==> src/rtl/rsa_uart_host_if.sv <==
`default_nettype none
// +--------------------------------------------------------------------------+
// | Module      : rsa_uart_host_if                                           |
// | Description : Request/response handshake between a host and the          |
// |               rsa_uart_host serial requester.                            |
// | Revision    : 1.0 - initial release                                      |
// +--------------------------------------------------------------------------+
interface rsa_uart_host_if #(
  parameter int unsigned WIDTH_MSG = 8
);
  logic                 req_i;
  logic [WIDTH_MSG-1:0] msg_i;
  logic                 busy_o;
  logic                 done_o;
  logic [WIDTH_MSG-1:0] resp_o;
  logic                 timeout_o;

  modport master (
    output req_i, msg_i,
    input  busy_o, done_o, resp_o, timeout_o
  );

  modport slave (
    input  req_i, msg_i,
    output busy_o, done_o, resp_o, timeout_o
  );
endinterface
`default_nettype wire

==> src/rtl/rsa_uart_host.sv <==
`default_nettype none
// +--------------------------------------------------------------------------+
// | Module      : rsa_uart_host                                              |
// | Description : 8N1 UART requester: sends one byte, returns the one-byte   |
// |               reply. Optional response timeout: RSA_HOST_TIMEOUT_EN.     |
// | Revision    : 1.0 - initial release                                      |
// +--------------------------------------------------------------------------+
module rsa_uart_host #(
  parameter int unsigned CLK_FRQ     = 25_000_000,
  parameter int unsigned BAUD        = 115200,
  parameter int unsigned WIDTH_MSG   = 8,
  parameter int unsigned TIMEOUT_CYC = 1_000_000
) (
  input  logic               clk,
  input  logic               reset,
  rsa_uart_host_if.slave     host,
  output logic               tx,
  input  logic               rx
);

  localparam int unsigned c_div = (CLK_FRQ + BAUD / 2) / BAUD;
  localparam int unsigned CW    = $clog2(c_div);
  localparam logic [CW-1:0] c_div_last = CW'(c_div - 1);
  localparam logic [CW-1:0] c_div_half = CW'(c_div / 2);
  localparam logic [CW-1:0] c_cnt_one  = CW'(1);

  typedef enum logic [3:0] {
    S_IDLE     = 4'd0,
    S_TX_START = 4'd1,
    S_TX_DATA  = 4'd2,
    S_TX_STOP  = 4'd3,
    S_RX_HUNT  = 4'd4,
    S_RX_START = 4'd5,
    S_RX_DATA  = 4'd6,
    S_RX_STOP  = 4'd7
  } state_t;

  state_t               r_state;
  logic [CW-1:0]        r_cnt;
  logic [2:0]           r_bit;
  logic [WIDTH_MSG-1:0] r_tx_shift;
  logic [WIDTH_MSG-1:0] r_rx_shift;
  logic [WIDTH_MSG-1:0] r_resp;
  logic                 r_busy;
  logic                 r_done;
  logic                 r_tx;
  logic                 r_rx_meta;
  logic                 r_rx_sync;
  logic                 r_rx_prev;

`ifdef RSA_HOST_TIMEOUT_EN
  localparam int unsigned TW = $clog2(TIMEOUT_CYC);
  localparam logic [TW-1:0] c_to_last = TW'(TIMEOUT_CYC - 1);
  localparam logic [TW-1:0] c_to_one  = TW'(1);

  logic [TW-1:0] r_to_cnt;
  logic          r_timeout;
  logic          w_in_rx;
  logic          w_stop_ok;

  assign w_in_rx   = (r_state == S_RX_HUNT) || (r_state == S_RX_START) ||
                     (r_state == S_RX_DATA) || (r_state == S_RX_STOP);
  // A good stop bit in the same cycle as the timeout takes precedence.
  assign w_stop_ok = (r_state == S_RX_STOP) && (r_cnt == '0) && r_rx_sync;
  assign host.timeout_o = r_timeout;
`else
  // The limit is only meaningful when the timeout counter is built in.
  if (TIMEOUT_CYC == 0) begin : g_timeout_unused
  end
  assign host.timeout_o = 1'b0;
`endif

  assign tx          = r_tx;
  assign host.busy_o = r_busy;
  assign host.done_o = r_done;
  assign host.resp_o = r_resp;

  always_ff @(posedge clk) begin
    if (!reset) begin
      r_state    <= S_IDLE;
      r_cnt      <= '0;
      r_bit      <= '0;
      r_tx_shift <= '0;
      r_rx_shift <= '0;
      r_resp     <= '0;
      r_busy     <= 1'b0;
      r_done     <= 1'b0;
      r_tx       <= 1'b1;
      r_rx_meta  <= 1'b1;
      r_rx_sync  <= 1'b1;
      r_rx_prev  <= 1'b1;
`ifdef RSA_HOST_TIMEOUT_EN
      r_to_cnt   <= '0;
      r_timeout  <= 1'b0;
`endif
    end else begin
      r_rx_meta <= rx;
      r_rx_sync <= r_rx_meta;
      r_rx_prev <= r_rx_sync;
      r_done    <= 1'b0;
`ifdef RSA_HOST_TIMEOUT_EN
      r_timeout <= 1'b0;
`endif
      case (r_state)
        S_IDLE: begin
          if (host.req_i) begin
            r_tx_shift <= host.msg_i;
            r_busy     <= 1'b1;
            r_tx       <= 1'b0;
            r_cnt      <= c_div_last;
            r_state    <= S_TX_START;
          end
        end
        S_TX_START: begin
          if (r_cnt != '0) begin
            r_cnt <= r_cnt - c_cnt_one;
          end else begin
            r_cnt   <= c_div_last;
            r_bit   <= '0;
            r_tx    <= r_tx_shift[0];
            r_state <= S_TX_DATA;
          end
        end
        S_TX_DATA: begin
          if (r_cnt != '0) begin
            r_cnt <= r_cnt - c_cnt_one;
          end else begin
            r_cnt <= c_div_last;
            if (r_bit == 3'd7) begin
              r_tx    <= 1'b1;
              r_state <= S_TX_STOP;
            end else begin
              r_bit      <= r_bit + 3'd1;
              r_tx       <= r_tx_shift[1];
              r_tx_shift <= {1'b0, r_tx_shift[WIDTH_MSG-1:1]};
            end
          end
        end
        S_TX_STOP: begin
          if (r_cnt != '0) begin
            r_cnt <= r_cnt - c_cnt_one;
          end else begin
            r_state <= S_RX_HUNT;
`ifdef RSA_HOST_TIMEOUT_EN
            r_to_cnt <= '0;
`endif
          end
        end
        S_RX_HUNT: begin
          if (r_rx_prev && !r_rx_sync) begin
            r_cnt   <= c_div_half;
            r_state <= S_RX_START;
          end
        end
        S_RX_START: begin
          if (r_cnt != '0) begin
            r_cnt <= r_cnt - c_cnt_one;
          end else if (r_rx_sync) begin
            r_state <= S_RX_HUNT;
          end else begin
            r_cnt   <= c_div_last;
            r_bit   <= '0;
            r_state <= S_RX_DATA;
          end
        end
        S_RX_DATA: begin
          if (r_cnt != '0) begin
            r_cnt <= r_cnt - c_cnt_one;
          end else begin
            r_cnt      <= c_div_last;
            r_rx_shift <= {r_rx_sync, r_rx_shift[WIDTH_MSG-1:1]};
            if (r_bit == 3'd7) begin
              r_state <= S_RX_STOP;
            end else begin
              r_bit <= r_bit + 3'd1;
            end
          end
        end
        S_RX_STOP: begin
          if (r_cnt != '0) begin
            r_cnt <= r_cnt - c_cnt_one;
          end else if (r_rx_sync) begin
            r_resp  <= r_rx_shift;
            r_done  <= 1'b1;
            r_busy  <= 1'b0;
            r_state <= S_IDLE;
          end else begin
            r_state <= S_RX_HUNT;
          end
        end
        default: begin
          r_state <= S_IDLE;
        end
      endcase
`ifdef RSA_HOST_TIMEOUT_EN
      if (w_in_rx && !w_stop_ok) begin
        if (r_to_cnt == c_to_last) begin
          r_timeout <= 1'b1;
          r_busy    <= 1'b0;
          r_state   <= S_IDLE;
        end else begin
          r_to_cnt <= r_to_cnt + c_to_one;
        end
      end
`endif
    end
  end

endmodule
`default_nettype wire

==> src/flat_wrapper.sv <==
// flat-port wrapper written by rule: the top's interface ports become plain ports
module rsa_uart_host_flat 
#(
  parameter int unsigned CLK_FRQ     = 25_000_000,
  parameter int unsigned BAUD        = 115200,
  parameter int unsigned WIDTH_MSG   = 8,
  parameter int unsigned TIMEOUT_CYC = 1_000_000
)
  (clk, reset, tx, rx, host_req_i, host_msg_i, host_busy_o, host_done_o, host_resp_o, host_timeout_o);
  rsa_uart_host_if #(.WIDTH_MSG(WIDTH_MSG)) host_i ();
  input  logic clk;
  input  logic reset;
  output logic tx;
  input  logic rx;
  input wire logic [$bits(host_i.req_i)-1:0] host_req_i;
  input wire logic [$bits(host_i.msg_i)-1:0] host_msg_i;
  output wire logic [$bits(host_i.busy_o)-1:0] host_busy_o;
  output wire logic [$bits(host_i.done_o)-1:0] host_done_o;
  output wire logic [$bits(host_i.resp_o)-1:0] host_resp_o;
  output wire logic [$bits(host_i.timeout_o)-1:0] host_timeout_o;
  assign host_i.req_i = host_req_i;
  assign host_i.msg_i = host_msg_i;
  assign host_busy_o = host_i.busy_o;
  assign host_done_o = host_i.done_o;
  assign host_resp_o = host_i.resp_o;
  assign host_timeout_o = host_i.timeout_o;
  rsa_uart_host #(.CLK_FRQ(CLK_FRQ), .BAUD(BAUD), .WIDTH_MSG(WIDTH_MSG), .TIMEOUT_CYC(TIMEOUT_CYC)) u_core (.clk(clk), .reset(reset), .host(host_i), .tx(tx), .rx(rx));
endmodule
==> config.mk <==
export PLATFORM = sky130hd
export DESIGN_NAME = rsa_uart_host_flat
export DESIGN_NICKNAME = d
export VERILOG_FILES = /design/src/rtl/rsa_uart_host_if.sv /design/src/rtl/rsa_uart_host.sv /design/src/flat_wrapper.sv
export SDC_FILE = /design/constraint.sdc
export NUM_CORES = 1
export LEC_CHECK = 0
export ABC_AREA = 1
export BUFFER_PORTS_ARGS = -buffer_cell sky130_fd_sc_hd__buf_2
export CAP_MARGIN = 15
export CORE_ASPECT_RATIO = 0.5
export CORE_UTILIZATION = 30
export CTS_BUF_LIST = sky130_fd_sc_hd__clkbuf_2 sky130_fd_sc_hd__clkbuf_4 sky130_fd_sc_hd__clkbuf_8
export DETAILED_ROUTE_END_ITERATION = 16
export SYNTH_ARGS = -nofsm -noshare
export SYNTH_HDL_FRONTEND = slang
export SYNTH_SLANG_ARGS = --single-unit
==> constraint.sdc <==
create_clock -name clk -period 4.91 [get_ports clk]
set_input_delay 0 -clock clk [delete_from_list [all_inputs] [get_ports clk]]
set_output_delay 0 -clock clk [all_outputs]
set_load 0.02 [all_outputs]
* Word level (Yosys, flattened, before mapping)
Cells that the tools add are included.
W data, S select, Z words.
** Word-level totals
- Flip-flop bits (word level) :: 45
- Bits in latches :: 0
- Bits in writable memories :: 0
- Bits in read-only memories :: 0
- Input bits :: 12
- Output and inout port bits :: 12
- Memories :: 0
** Operators by class
- Add/subtract/negate cells :: 2
- $mul :: 0
- Divide/modulo/power cells :: 0
- Magnitude comparators :: 0
- Eq/ne operators :: 25
- Shifts and indexed selects :: 0
- Mux-type cells :: 40
- Bitwise gates (word level) :: 3
- Reduce and logical (&&, ||, !) cells :: 21
** Operator list (number)
- $mux W8 :: 9
- $mux W4 :: 10
- $pmux W8 S5 :: 1
- $pmux W4 S8 :: 1
- $ne A2 B2 Y1 const B :: 11
- $mux W3 :: 6
- $eq A4 B3 Y1 const B :: 4
- $pmux W8 S2 :: 1
- $reduce_and A4 Y1 :: 3
- $ne A2 B1 Y1 const B :: 5
- $reduce_and A10 Y1 :: 1
- $pmux W3 S3 :: 1
- $eq A4 B2 Y1 const B :: 2
- $mux W1 :: 8
- $reduce_bool A8 Y1 :: 1
- $sub A8 B1 Y8 const B :: 1
- $reduce_and A6 Y1 :: 1
- $reduce_bool A3 Y1 :: 2
- $reduce_or A3 Y1 :: 2
- $reduce_and A5 Y1 :: 1
- $reduce_bool A5 Y1 :: 1
- $eq A4 B1 Y1 const B :: 1
- $logic_not A4 Y1 :: 1
- $reduce_bool A2 Y1 :: 2
- other kinds (12) :: 15

* Logic depth before layout (Yosys ltp)
- Depth after elaboration :: 4
- Gate-level depth with buffers :: 13

* Worst setup path before layout
Ideal clock, no wire load.
- Kind :: register to register
- Start point :: reg u_core.r_state[0]
- End point :: reg u_core.r_tx_shift[7]
- Data arrival time :: 1.460 ns
- Required time :: 4.782 ns
- Path slack :: 3.323 ns
- Stages on the path, launching flop included :: 11
- Path buffers :: 0
- Clock period less this slack :: 1.587 ns
- Cells stage by stage :: dfxtp_1 -> inv_1 -> ha_1 -> inv_2 -> nor2_4 -> nand2_2 -> inv_2 -> a21oi_4 -> nand2_4 -> o21ai_1 -> nor2_1
** Between the ends
- Cells in the longest elaborated chain, start to end :: 3
- Elaborated cells between the ends (all ways) :: 8
- Those cells by class :: eq/ne (4); mux (1); reduce/logical (3)
** RTL lines
- start, declared :: line rsa_uart_host.sv:38 : state_t r_state;
- start signal, assigned :: line rsa_uart_host.sv:80 : r_state <= S_IDLE;
- start signal, assigned :: line rsa_uart_host.sv:111 : r_state <= S_TX_START;
- start signal, assigned :: line rsa_uart_host.sv:121 : r_state <= S_TX_DATA;
- $eq A4 B2 Y1 / $logic_not A4 Y1 (equally long branches) :: line rsa_uart_host.sv:104 : case (r_state)
- $ne A2 B2 Y1 (no source line) / $reduce_bool A2 Y1 (equally long branches)
- $reduce_and A4 Y1 (no source line)
- end signal, assigned :: line rsa_uart_host.sv:107 : r_tx_shift <= host.msg_i;
- end signal, assigned :: line rsa_uart_host.sv:135 : r_tx_shift <= {1'b0, r_tx_shift[WIDTH_MSG-1:1]};
- end, declared :: line rsa_uart_host.sv:41 : logic [WIDTH_MSG-1:0] r_tx_shift;
Parallel ways exist; a longest one is shown, timed or not.
A chain may end at the register's enable or synchronous reset.

* Worst setup path in the final report
- Start point :: reg u_core.r_state[0]
- End point :: reg u_core.r_cnt[1]
** Between the ends
- Cells in the longest elaborated chain, start to end :: 4
- Elaborated cells between the ends (all ways) :: 17
- Those cells by class :: eq/ne (11); mux (1); reduce/logical (5)
** RTL lines
- $eq A4 B1 Y1 (tied with other cells) :: line rsa_uart_host.sv:104
- $reduce_or A3 Y1 (no source line) / $reduce_or A2 Y1 (equally long branches)
- $reduce_bool A5 Y1 (no source line) / $ne A2 B1 Y1 (equally long branches)
- $reduce_and A5 Y1 (no source line)
- end signal, assigned :: line rsa_uart_host.sv:110 : r_cnt <= c_div_last;
- end signal, assigned :: line rsa_uart_host.sv:116 : r_cnt <= r_cnt - c_cnt_one;
- end signal, assigned :: line rsa_uart_host.sv:118 : r_cnt <= c_div_last;
- end, declared :: line rsa_uart_host.sv:39 : logic [CW-1:0] r_cnt;
Parallel ways exist; a longest one is shown, timed or not.

==> results_dict.tcl <==
set metrics [dict create \
    hold_violations 0 \
    synth_ff_type "dfxtp_1" \
    max-slew-margin-rel_pct 62.1 \
    avgViaCountPerCell 4.59 \
    cts_root_buffer "clkbuf_8" \
    htree_levels 2 \
    portBuffers 22 \
    cts_buffers 5 \
    post_cts_resized 0 \
    synth_cell_types 33 \
    synth_adder_area_share_pct 4.82 \
    wirelength_um 4810 \
    grt_pass1_wl_um 8340 \
    status "finished, final reports clean" \
    yosys.area_share.simple_pct 34.9 \
    worstPathRequired_ns 5.13 \
    first_global_vias 1927 \
    skew_ns 0.0101 \
    crit_fanout 11 \
    max_slew.worst_pin.slew_ns 0.568 \
    maxCapViolCount 0 \
    avgSynthCellArea_um2 6.87 \
    netlist_instances 340 \
    synth.net_count 361 \
    num_vias 2100 \
    vdd_drop_max_mv 0.155 \
    clk_latency_ns 0.30 \
    holdWs_ns 0.0714 \
    crit_path_end_kind "flop" \
    fp.dieW_um 127 \
    ctsLongestPathBuffers 2 \
    drtIter0Drc 85 \
    synth_top_family_by_area "simple AND/OR/NAND/NOR gates" \
    ant_nets 0 \
    synthesis.area_mm2 0.00234 \
    synth-seq-cells 44 \
    antenna_found_initial 0 \
    rows 22 \
    overflow 0 \
    synth_compound_area_share_pct 13.0 \
    clkTransAtPathRegs_ns 0.08 \
    crit_arrival_ns 2.31 \
    fin_tns_setup_ns 0 \
    wl_per_cell_um 10.5 \
    n_antenna_cell 0 \
    synthXorXnorAreaFrac_pct 1.12 \
    cts_tree "done" \
    maxSlewViolCount 0 \
    die_h_um 64.4 \
    grt_max_degree 31 \
    grt_usage_pct 12.5 \
    yosysSeqAreaShare_pct 37.7 \
    holdCritPathClass "in -> reg" \
    pin_count 24 \
    p_leak_uw 0.00125 \
    start_util_pct 31.4 \
    dieArea_mm2 0.00817 \
    dp_hpwl_um 3570 \
    rsz0062_at_grt "false" \
    drc 0 \
    synth_mux_area_share_pct 0 \
    first_pass_iters 4 \
    min_period_over_period_pct 42.5 \
    path_class "reg -> reg" \
    synth_edf_count 0 \
    async_flop_share_pct 0 \
    design.core.area_mm2 0.00743 \
    nets 382 \
    gp_congestion 0.791 \
    yosys_warnings 0 \
    fmax_ghz 0.479 \
    syn_to_final_growth_pct 12.9 \
    cts_sinks 44 \
    final_layout_size_suffix_gt1_share_pct 15.5 \
    period_minus_slack_ns 2.09 \
    critPathLaunchType "flop" \
    setup_viol 0 \
    pwr_density_cell_mw_per_mm2 624 \
]
==> final timing paths <==
check | cells after the start | slack [ns] | end | start
worst max-delay path | 11 | 2.82 | u_core.r_cnt[1]$_SDFFE_PN0P_ | u_core.r_state[0]$_SDFFE_PN0P_
worst min-delay path | 5 | 0.07 | u_core.r_tx_shift[7]$_SDFFE_PN0P_ | host_msg_i[7]
worst max register to register | 11 | 2.82 | u_core.r_cnt[1]$_SDFFE_PN0P_ | u_core.r_state[0]$_SDFFE_PN0P_
worst min register to register | 1 | 0.42 | u_core.r_rx_sync$_SDFF_PN1_ | u_core.r_rx_meta$_SDFF_PN1_
==> worst max-delay path, cell delays in order (launching register included) <==
cell,delay (ns)
dfxtp_1,0.39
inv_1,0.11
ha_1,0.29
inv_2,0.12
nor2_4,0.06
nand2_2,0.12
nand2_1,0.06
nor2_1,0.08
nand2_1,0.22
nor2_1,0.34
nand2_1,0.09
a21oi_1,0.13
==> cell usage after synthesis (3+ instances only) <==
library cell,n,share of area (%)
nor2_1,58,9.3
a21oi_1,20,4.3
nand2_4,4,1.9
nor2_4,3,1.4
ha_1,9,4.8
inv_1,25,4.0
inv_2,7,1.1
clkbuf_1,4,0.64
xor2_1,3,1.1
dfxtp_1,44,38
nand3_1,24,5.1
buf_4,3,0.96
o21ai_0,23,4.9
nand2_1,88,14
==> power breakdown <==
part	switching [uW]	total (uW)	internal (uW)
registers	64.1	502	437
clock network	130	284	153
logic	572	862	289
total	767	1650	880
==> layout by cell type (no fill, tap or decap), types with 2 or more instances in the layout <==
master | synthesis | routed
a21oi_1 | 20 | 20
xor2_1 | 3 | 3
nand2_2 | 2 | 2
a31oi_1 | 2 | 2
nand2_4 | 4 | 4
clkbuf_8 | 0 | 5
nor2_1 | 58 | 58
o21ai_0 | 23 | 23
dfxtp_1 | 44 | 44
or2_2 | 2 | 2
inv_2 | 7 | 7
buf_2 | 1 | 22
ha_1 | 9 | 9
nor2_4 | 3 | 3
nand3_1 | 24 | 24
inv_1 | 25 | 25
nor3_1 | 2 | 2
a21oi_4 | 2 | 2
o21ai_1 | 2 | 2
nand2_1 | 88 | 88
==> what timing repair did <==
item,CTS,global route
setup buffers,0,0
hold buffers,1,0
hold endpoints to repair,1,0
==> cells by family after synthesis <==
kind of cell / Yosys count
other: 1
AO/OA/AOI/OAI: 53
XOR/XNOR: 3
flip-flops: 44
adder cells (fa/ha/maj): 9
buffers and inverters: 44
AND/OR/NAND/NOR: 186
==> stage by stage <==
| stage | utilization (%) | worst slack [ns] | instance area (um2) | power [uW] | std cells |
|---|---|---|---|---|---|
| floorplan | - | 3.32 | 2340 | 1220 | 340 |
| global placement | 33.8 | 2.93 | 2510 | 1370 | 449 |
| detailed placement | 33.8 | 2.86 | 2510 | 1360 | 449 |
| CTS | 35.5 | 2.83 | 2640 | 1650 | 458 |
| global route | 35.5 | 2.51 | 2640 | 1800 | 458 |
| finish | 35.5 | 2.82 | 2640 | 1650 | 458 |
==> flip-flops by register name (all words and copies together) (netlist names) <==
| signal | cells |
|---|---|
| u_core.host.resp_o | 8 |
| u_core.r_cnt | 8 |
| u_core.r_rx_shift | 8 |
| u_core.r_tx_shift | 8 |
| u_core.r_bit | 3 |
| u_core.r_state | 3 |
| u_core.host.busy_o | 1 |
| u_core.host.done_o | 1 |
| u_core.r_rx_meta | 1 |
| u_core.r_rx_prev | 1 |
| u_core.r_rx_sync | 1 |
| u_core.tx | 1 |
==> metal layers <==
layer | GRT usage [%] | vias to the layer above | routed length [um]
met5 | 0 | - | 0
met4 | 2.68 | 0 | 19
met3 | 2.97 | 2 | 136
met2 | 19.9 | 28 | 2010
met1 | 17.3 | 951 | 2650
li1 | - | 1119 | -
==> layout make-up <==
class                           instances  area, um2
Timing Repair Buffer                   23        120
Fill cell                             801       4790
Clock inverter                          3       46.3
Multi-Input combinational cell        252       1260
Inverter                               35        140
Tap cell                               96        120
Clock buffer                            5       68.8
Sequential cell                        44        881
Power figures use the tool's default switching activity.
